### config.mk
export PLATFORM = sky130hd
export DESIGN_NAME = sobel_div_seq_22s
export DESIGN_NICKNAME = d
export VERILOG_FILES = /design/src/rtl/sobel_div_pkg.sv /design/src/rtl/sobel_udiv_step.sv /design/src/rtl/sobel_div_seq_22s.sv
export SDC_FILE = /design/constraint.sdc
export NUM_CORES = 1
export LEC_CHECK = 0
export CAP_MARGIN = 20
export CORE_UTILIZATION = 40
export CTS_CLUSTER_SIZE = 25
export DETAILED_ROUTE_END_ITERATION = 7
export GPL_ROUTABILITY_DRIVEN = 0
export PLACE_DENSITY = 0.66
export SETUP_SLACK_MARGIN = 0.3
export SLEW_MARGIN = 30
export SYNTH_ARGS = -nofsm -noshare
export SYNTH_HDL_FRONTEND = slang
export SYNTH_SLANG_ARGS = --single-unit
### constraint.sdc
create_clock -name ap_clk -period 3.4 [get_ports ap_clk]
set_input_delay 0.34 -clock ap_clk [delete_from_list [all_inputs] [get_ports ap_clk]]
set_output_delay 0.34 -clock ap_clk [all_outputs]
set_load 0.02 [all_outputs]
### src/rtl/sobel_div_pkg.sv
// Shared types and constants for the Sobel sequential signed divider.
package sobel_div_pkg;

  localparam int DIVIDEND_WIDTH = 22;
  localparam int DIVISOR_WIDTH  = 11;

  // Saturated quotient bounds for the default dividend width.
  localparam logic signed [DIVIDEND_WIDTH-1:0] QMAX = {1'b0, {(DIVIDEND_WIDTH-1){1'b1}}};
  localparam logic signed [DIVIDEND_WIDTH-1:0] QMIN = {1'b1, {(DIVIDEND_WIDTH-1){1'b0}}};

  typedef enum logic [1:0] {
    IDLE  = 2'd0,
    CALC  = 2'd1,
    FIXUP = 2'd2,
    DONE  = 2'd3
  } div_state_t;

endpackage

### src/rtl/sobel_udiv_step.sv
// One combinational restoring-division step on unsigned magnitudes.
module sobel_udiv_step #(
  parameter int DIVISOR_WIDTH = 11
) (
  input  logic [DIVISOR_WIDTH:0]   prem,
  input  logic                     din,
  input  logic [DIVISOR_WIDTH-1:0] dabs,
  output logic [DIVISOR_WIDTH:0]   prem_nxt,
  output logic                     qbit
);

  logic [DIVISOR_WIDTH+1:0] shifted;
  logic [DIVISOR_WIDTH+1:0] dabs_ext;

  // Shift in the next dividend bit, then subtract the divisor when it fits.
  always_comb begin
    shifted  = {prem, din};
    dabs_ext = {2'b00, dabs};
    qbit     = (shifted >= dabs_ext);
    if (qbit)
      prem_nxt = (DIVISOR_WIDTH+1)'(shifted - dabs_ext);
    else
      prem_nxt = (DIVISOR_WIDTH+1)'(shifted);
  end

endmodule

### src/rtl/sobel_div_seq_22s.sv
// Sequential signed divider: 22-bit product-domain dividend by 11-bit divisor,
// one quotient bit per cycle, valid/ready on both sides.
module sobel_div_seq_22s #(
  parameter int DIVIDEND_WIDTH = sobel_div_pkg::DIVIDEND_WIDTH,
  parameter int DIVISOR_WIDTH  = sobel_div_pkg::DIVISOR_WIDTH
) (
  input  logic                             ap_clk,
  input  logic                             ap_rst,
  input  logic                             in_valid,
  output logic                             in_ready,
  input  logic signed [DIVIDEND_WIDTH-1:0] dividend,
  input  logic signed [DIVISOR_WIDTH-1:0]  divisor,
  output logic                             out_valid,
  input  logic                             out_ready,
  output logic signed [DIVIDEND_WIDTH-1:0] quotient,
  output logic signed [DIVISOR_WIDTH-1:0]  remainder,
  output logic                             div_by_zero,
  output logic                             overflow
);

  import sobel_div_pkg::*;

  localparam int CW = $clog2(DIVIDEND_WIDTH);
  localparam logic signed [DIVIDEND_WIDTH-1:0] QPOS = {1'b0, {(DIVIDEND_WIDTH-1){1'b1}}};
  localparam logic signed [DIVIDEND_WIDTH-1:0] QNEG = {1'b1, {(DIVIDEND_WIDTH-1){1'b0}}};
  localparam logic signed [DIVISOR_WIDTH-1:0]  DM1  = {DIVISOR_WIDTH{1'b1}};

  div_state_t state;
  logic [CW-1:0] cnt;

  logic                      neg_n;
  logic                      neg_d;
  logic                      dz_r;
  logic                      ovf_r;
  logic [DIVIDEND_WIDTH-1:0] dvd_sh;
  logic [DIVISOR_WIDTH-1:0]  dsr_abs;
  logic [DIVISOR_WIDTH:0]    prem;
  logic [DIVIDEND_WIDTH-1:0] qacc;

  logic [DIVIDEND_WIDTH-1:0] dvd_abs;
  logic [DIVISOR_WIDTH-1:0]  dsr_abs_in;
  logic [DIVISOR_WIDTH:0]    prem_nxt;
  logic                      qbit;
  logic                      accept;

  // Apply the result sign to an unsigned quotient magnitude (2^(W-1) wraps to the minimum).
  function automatic logic signed [DIVIDEND_WIDTH-1:0] sign_quot(
    input logic [DIVIDEND_WIDTH-1:0] mag, input logic neg);
    return neg ? -$signed(mag) : $signed(mag);
  endfunction

  // Apply the dividend sign to an unsigned remainder magnitude.
  function automatic logic signed [DIVISOR_WIDTH-1:0] sign_rem(
    input logic [DIVISOR_WIDTH-1:0] mag, input logic neg);
    return neg ? -$signed(mag) : $signed(mag);
  endfunction

  // Saturated quotient in the direction of the dividend sign.
  function automatic logic signed [DIVIDEND_WIDTH-1:0] sat_quot(input logic neg);
    return neg ? QNEG : QPOS;
  endfunction

  // Operand magnitudes; the most negative values map to 2^(W-1) as unsigned.
  always_comb begin
    dvd_abs    = dividend[DIVIDEND_WIDTH-1] ? DIVIDEND_WIDTH'(-dividend) : DIVIDEND_WIDTH'(dividend);
    dsr_abs_in = divisor[DIVISOR_WIDTH-1]   ? DIVISOR_WIDTH'(-divisor)   : DIVISOR_WIDTH'(divisor);
    accept     = (state == IDLE) && in_valid && in_ready;
  end

  sobel_udiv_step #(
    .DIVISOR_WIDTH(DIVISOR_WIDTH)
  ) u_step (
    .prem     (prem),
    .din      (dvd_sh[DIVIDEND_WIDTH-1]),
    .dabs     (dsr_abs),
    .prem_nxt (prem_nxt),
    .qbit     (qbit)
  );

  // Operand capture on accept, then one restoring step per CALC cycle.
  always_ff @(posedge ap_clk) begin
    if (accept) begin
      neg_n   <= dividend[DIVIDEND_WIDTH-1];
      neg_d   <= divisor[DIVISOR_WIDTH-1];
      dz_r    <= (divisor == '0);
      ovf_r   <= (dividend == QNEG) && (divisor == DM1);
      dvd_sh  <= dvd_abs;
      dsr_abs <= dsr_abs_in;
      prem    <= '0;
      qacc    <= '0;
    end else if (state == CALC) begin
      dvd_sh  <= dvd_sh << 1;
      prem    <= prem_nxt;
      qacc    <= {qacc[DIVIDEND_WIDTH-2:0], qbit};
    end
  end

  // Control FSM with registered handshake and result outputs.
  always_ff @(posedge ap_clk) begin
    if (ap_rst) begin
      state       <= IDLE;
      cnt         <= '0;
      in_ready    <= 1'b1;
      out_valid   <= 1'b0;
      quotient    <= '0;
      remainder   <= '0;
      div_by_zero <= 1'b0;
      overflow    <= 1'b0;
    end else begin
      case (state)
        IDLE: begin
          if (accept) begin
            in_ready <= 1'b0;
            cnt      <= CW'(DIVIDEND_WIDTH - 1);
            state    <= CALC;
          end
        end
        CALC: begin
          if (cnt == '0)
            state <= FIXUP;
          else
            cnt <= cnt - 1'b1;
        end
        FIXUP: begin
          if (dz_r) begin
            quotient    <= sat_quot(neg_n);
            remainder   <= '0;
            div_by_zero <= 1'b1;
            overflow    <= 1'b0;
          end else if (ovf_r) begin
            quotient    <= QPOS;
            remainder   <= '0;
            div_by_zero <= 1'b0;
            overflow    <= 1'b1;
          end else begin
            quotient    <= sign_quot(qacc, neg_n ^ neg_d);
            remainder   <= sign_rem(prem[DIVISOR_WIDTH-1:0], neg_n);
            div_by_zero <= 1'b0;
            overflow    <= 1'b0;
          end
          out_valid <= 1'b1;
          state     <= DONE;
        end
        DONE: begin
          if (out_ready) begin
            out_valid <= 1'b0;
            in_ready  <= 1'b1;
            state     <= IDLE;
          end
        end
        default: state <= IDLE;
      endcase
    end
  end

endmodule
**Word level (Yosys, flattened, before mapping)**

Index checks and enable logic that the tools add are counted.

- Logic and storage cells: 75
- Output and inout port bits: 37
- Register bits after elaboration: 115
- Input port bits: 37

- Bitwise operators: 1
- Order comparisons: 1
- Reduce and logical (&&, ||, !) cells: 14
- Equal/unequal tests: 9
- Mux-type cells: 27
- $add $sub $neg: 6

Operators by type and width:

| kind | number |
|---|---|
| $mux 22 | 7 |
| $neg 22->22 | 2 |
| $mux 11 | 3 |
| $eq 22x22->1 const B | 1 |
| $neg 11->11 | 2 |
| $ge 13x11->1 | 1 |
| $mux 12 | 1 |
| $sub 12x11->12 | 1 |
| $eq 11x1->1 const B | 1 |
| $logic_not 11->1 | 1 |
| $mux 10 | 1 |
| $mux 5 | 2 |
| $pmux 5 s2 | 1 |
| $reduce_and 3->1 | 3 |
| $pmux 2 s4 | 1 |
| $reduce_bool 2->1 | 4 |
| $mux 1 | 6 |
| $mux 2 | 3 |
| $ne 2x2->1 const B | 3 |
| $logic_not 5->1 | 1 |
| $sub 5x1->5 const B | 1 |
| $eq 2x2->1 const B | 2 |
| $pmux 1 s2 | 2 |
| $logic_and 1x1->1 | 3 |
| 5 further kinds | 5 |

**Depth between registers and ports, before layout**

- Word-level depth: 5
- Gate-level depth with buffers: 10
- Mapped depth without buffers: 9

**Hierarchy**

A second synthesis with hierarchy kept.

- Cell total of the unflattened synthesis: 704
- Area total of the unflattened synthesis: 6416.2 µm²

Modules (own cells, without submodules):

| module | area each (µm²) | instances | cells each | sequential area each (µm²) |
|---|---|---|---|---|
| sobel_div_seq_22s | 5685.5 | 1 | 607 | 2672.6 |
| sobel_udiv_step | 730.7 | 1 | 97 | 0.0 |

**Worst setup path after synthesis**

Ideal clock, no wire load.

- Path type: input -> register
- From: in dividend[8]
- To: reg dvd_sh[19], data pin
- Slack: 1026 ps
- Buffers on the path: 0
- Arrival: 2110 ps
- Data required time: 3136 ps
- Library setup time: 264 ps
- Cell stages on the path: 6
- Cell sequence: or3_4 > or4_4 > or4_4 > o41ai_2 > xor2_1 > o21ai_1

- Cells in the longest elaborated chain, start to end: 3

Ends and longest elaborated chain:

| element | line | text |
|---|---|---|
| start: declaration | sobel_div_seq_22s.sv:11 | `input logic signed [DIVIDEND_WIDTH-1:0] dividend,` |
| $neg 22->22 | sobel_div_seq_22s.sv:65 | `dvd_abs = dividend[DIVIDEND_WIDTH-1] ? DIVIDEND_WIDTH'(-dividend) : DIVIDEND_WIDTH'(dividend);` |
| $mux 22 | sobel_div_seq_22s.sv:65 |  |
| $mux 22 | sobel_div_seq_22s.sv:82 | `if (accept) begin` |
| end signal: assignment | sobel_div_seq_22s.sv:87 | `dvd_sh <= dvd_abs;` |
| end signal: assignment | sobel_div_seq_22s.sv:92 | `dvd_sh <= dvd_sh << 1;` |
| end: declaration | sobel_div_seq_22s.sv:35 | `logic [DIVIDEND_WIDTH-1:0] dvd_sh;` |

Every way passes these cells.
A chain may end at the register's enable or synchronous reset.

**Final worst setup path**

- From: reg prem[2]
- To: reg prem[3]

- Cells in the longest elaborated chain, start to end: 2
- Elaborated cells between the ends (all ways): 3
- Classes of those cells: add/sub: 1; order compare: 1; mux: 1

Ends and longest elaborated chain:

| element | line | text |
|---|---|---|
| start: declaration | sobel_div_seq_22s.sv:37 | `logic [DIVISOR_WIDTH:0] prem;` |
| start signal: assignment | sobel_div_seq_22s.sv:93 | `prem <= prem_nxt;` |
| $sub 12x11->12 / $ge 13x11->1 (equally long branches) | sobel_udiv_step.sv:21, sobel_udiv_step.sv:19 |  |
| $mux 12 (*) | sobel_udiv_step.sv:20 | `if (qbit)` |

Every way passes the cells marked *; elsewhere a longest branch is shown, timed or not.

==> out/metrics.csv <==
stage,metric,value,unit
power_and_ir_drop,p_leak,0.003013,uW
power_and_ir_drop,power.density,930.7,nW/um^2
floorplan,num_rows,45,
critical_path,cp_top_family,compound AO/OA/AOI/OAI gates,
clock_network,clock-sinks,115,
critical_path,critPathMaxFanout,8,
cells_and_area,drive_gt1_share,6.683,%
sta,rsz0062_at_grt,false,
critical_path,cp_data_required_time,3.67,ns
route,vias,5240,
critical_path,cp_slowest_cell,a211oi_2,
floorplan,floorplan.initialDensity,41.41,%
sta,timing.final.ws_setup,0.7751,ns
floorplan,dieArea,16360,um^2
power_and_ir_drop,ir_drop,0.4185,mV
sta,fmax,0.3810,GHz
critical_path,max_stage_delay,0.53,ns
clock_network,cts_made_buffers,17,
power_and_ir_drop,p_total,7348,uW
floorplan,ioPinCount,74,
clock_network,root_buffer,clkbuf_16,
logic_synthesis,syn_nets,777,
critical_path,crit_type,register to register,
logic_synthesis,synth_top_area_cell,dfxtp_1,
route,via_per_inst,5.219,
critical_path,cp_common_cell,a21oi_1,
worst_hold_path,hp-class,register to register,
logic_synthesis,async_flop_share,0,%
sta,finalClockSkew,0.01112,ns
sta,fin_crit_sh,77.20,%
place,portBuffers,73,
critical_path,path_buf_inv,1,
logic_synthesis,yosys_warnings,0,
global_route,grt_max_degree,50,
clock_network,post_cts_buffers,0,
route,dr.pass1.iters,5,
sta,period_needed,2.625,ns
sta,report.final.slew_viol_count,0,
floorplan,die_y,127.9,um
route,ant_nets,0,
sta,finalHoldViolCount,0,
critical_path,arrival,2.89,ns
floorplan,fp.dieW,127.9,um
logic_synthesis,synth_edf_count,37,
logic_synthesis,yosysSeqAreaShare,42.15,%
logic_synthesis,yosys.area.top_type_share,24.63,%
sta,relSlewSlack,49.07,%
critical_path,reg2reg_slack,0.78,ns
place,dp_slack,0.4167,ns
cells_and_area,fin_nets,841,
route,drt_iter0_drc,314,
clock_network,cts_tree,built,
route,wl_per_cell,14.10,um
logic_synthesis,synthCells,716,
route,wirelength,14150,um
cells_and_area,nFillCells,1372,
global_route,grt_pass1_wl,23720,um
job,cap_viol_max_count,0,
sta,finalSetupViolCount,0,
logic_synthesis,netlist_area,6341,um^2
global_route,antenna_found_initial,0,
clock_network,clock_latency,0.41,ns
logic_synthesis,syn_area_per_cell,8.856,um^2
logic_synthesis,synthDistinctLibCells,54,
clock_network,htree_levels,4,
sta,worst_pin_slew,0.7614,ns
cells_and_area,diodes,0,
sta,setup_tns,0,ns
clock_network,clk_pin_slew,0.05,ns
clock_network,hold_buffers,0,
critical_path,endpoint_kind,register,
global_route,track_usage,18.06,%
place,hpwlAfterDp,10450,um
critical_path,start_kind,register,
logic_synthesis,synthFlopType,dfxtp_1,
logic_synthesis,ys_seq_elements,115,
route,drcViolationCount,0,
clock_network,cts-resized-gates,0,
sta,whs,0.4664,ns
clock_network,cts_buffer_depth,2,
global_route,grt_pass1_vias,5024,
floorplan,core_area,15310,um^2
logic_synthesis,ys_top_cells_by_area,"dfxtp_1, edfxtp_1, nor2_1",
cells_and_area,area_growth,24.51,%
global_route,grt-ovfl-total,0,
critical_path,crit_chain,ha_1 -> a21o_1 -> a21oi_1 -> nand2_1 -> a211oi_2 -> buf_4 -> mux2i_1 -> a21oi_1,
run_status,status,completed,
[report_power, final]
| group | internal, uW | switching (uW) |
|---|---|---|
| Sequential | 1970 | 337 |
| Combinational | 1410 | 1870 |
| Clock | 1150 | 618 |
[worst min-delay path, cell delays in order (launching register included)]
cell and delay (ns):
dfxtp_1 0.30, nand2b_1 0.06, a21oi_1 0.05
[registers in the layout (all words and copies together) (netlist names)]
| signal | count |
|---|---|
| neg_n | 1 |
| prem | 12 |
| state | 2 |
| in_ready | 1 |
| ovf_r | 1 |
| overflow | 1 |
| dsr_abs | 11 |
| cnt | 5 |
| div_by_zero | 1 |
| quotient | 22 |
| remainder | 11 |
| dz_r | 1 |
| dvd_sh | 22 |
| out_valid | 1 |
| qacc | 22 |
| neg_d | 1 |
[cell type report]
cell class                      count  area [um^2]  share of cell area (%)
Timing Repair Buffer               84        813.3                   10.30
Tap cell                          211        264.0                   3.344
Clock inverter                      9        91.34                   1.157
Clock buffer                       23        520.5                   6.593
Inverter                           30        112.6                   1.426
Multi-Input combinational cell    532         3421                   43.33
Sequential cell                   115         2673                   33.85
[metal layers]
metal,global-route usage [%],vias to the layer above,share of wire [%]
met1,23.29,2434,47
met2,30.05,128,48
met4,6.644,0,1.2
met3,3.464,15,4.3
met5,0,-,0
li1,-,2663,-
[worst paths after layout]
| check | start | endpoint | depth (start not counted) |
|---|---|---|---|
| max reg2reg | prem[2] | prem[3] | 8 |
| max | prem[2] | prem[3] | 8 |
| min | remainder[7] | remainder[7] | 2 |
| min reg2reg | remainder[7] | remainder[7] | 2 |
[synth_stat cells (5+ instances only)]
library cell,instances
nand3b_1,5
o22ai_1,12
nor3_1,11
a211oi_1,5
a31oi_1,6
ha_1,23
clkbuf_1,34
xor2_1,32
o31ai_1,18
dfxtp_1,78
a21oi_1,45
nor2b_1,14
nor4_1,8
mux2i_1,29
o41ai_1,5
edfxtp_1,37
nand2b_1,23
or4_1,5
xnor2_1,34
o21ai_0,52
nor2_1,81
or3_1,5
nand3_1,12
inv_1,30
nand2_1,59
[cell families after synthesis]
| logic type | synth area share, % |
|---|---|
| and+or+nand+nor | 18.78 |
| AOI/OAI and AO/OA | 16.24 |
| DFF | 42.15 |
| buffers and inverters | 4.104 |
| xor gates and xnor gates | 9.116 |
| muxes | 4.755 |
| adders and majority gates | 4.854 |
[through the flow]
stage,std cells,util (%),instance area (um^2)
2_1_floorplan,716,-,6341
3_3_place_gp,972,47.56,7283
3_5_place_dp,972,47.56,7283
4_1_cts,1004,51.55,7895
5_1_grt,1004,51.55,7895
6_report,1004,51.55,7895
[cell usage in the layout (no fill, tap or decap), drive strengths merged, types with 4 or more instances in the layout]
master         netlist  routed
nor2                81      81
dfxtp               78      78
clkdlybuf4s50        0      73
nand2               59      59
o21ai               53      53
a21oi               45      45
edfxtp              37      37
xnor2               34      34
xor2                32      32
inv                 30      31
mux2i               29      29
nand2b              23      23
ha                  23      23
clkbuf              34      23
o31ai               18      18
nor2b               14      14
o22ai               12      12
nand3               12      12
nor3                11      11
buf                  5      11
nor4                 8       8
or4                  8       8
a31oi                6       6
or3                  6       6
o41ai                6       6
nand3b               5       5
a211oi               5       5
nand4                4       4
and3                 4       4
a22oi                4       4
clkinvlp             0       4
Power figures use the tool's default switching activity.
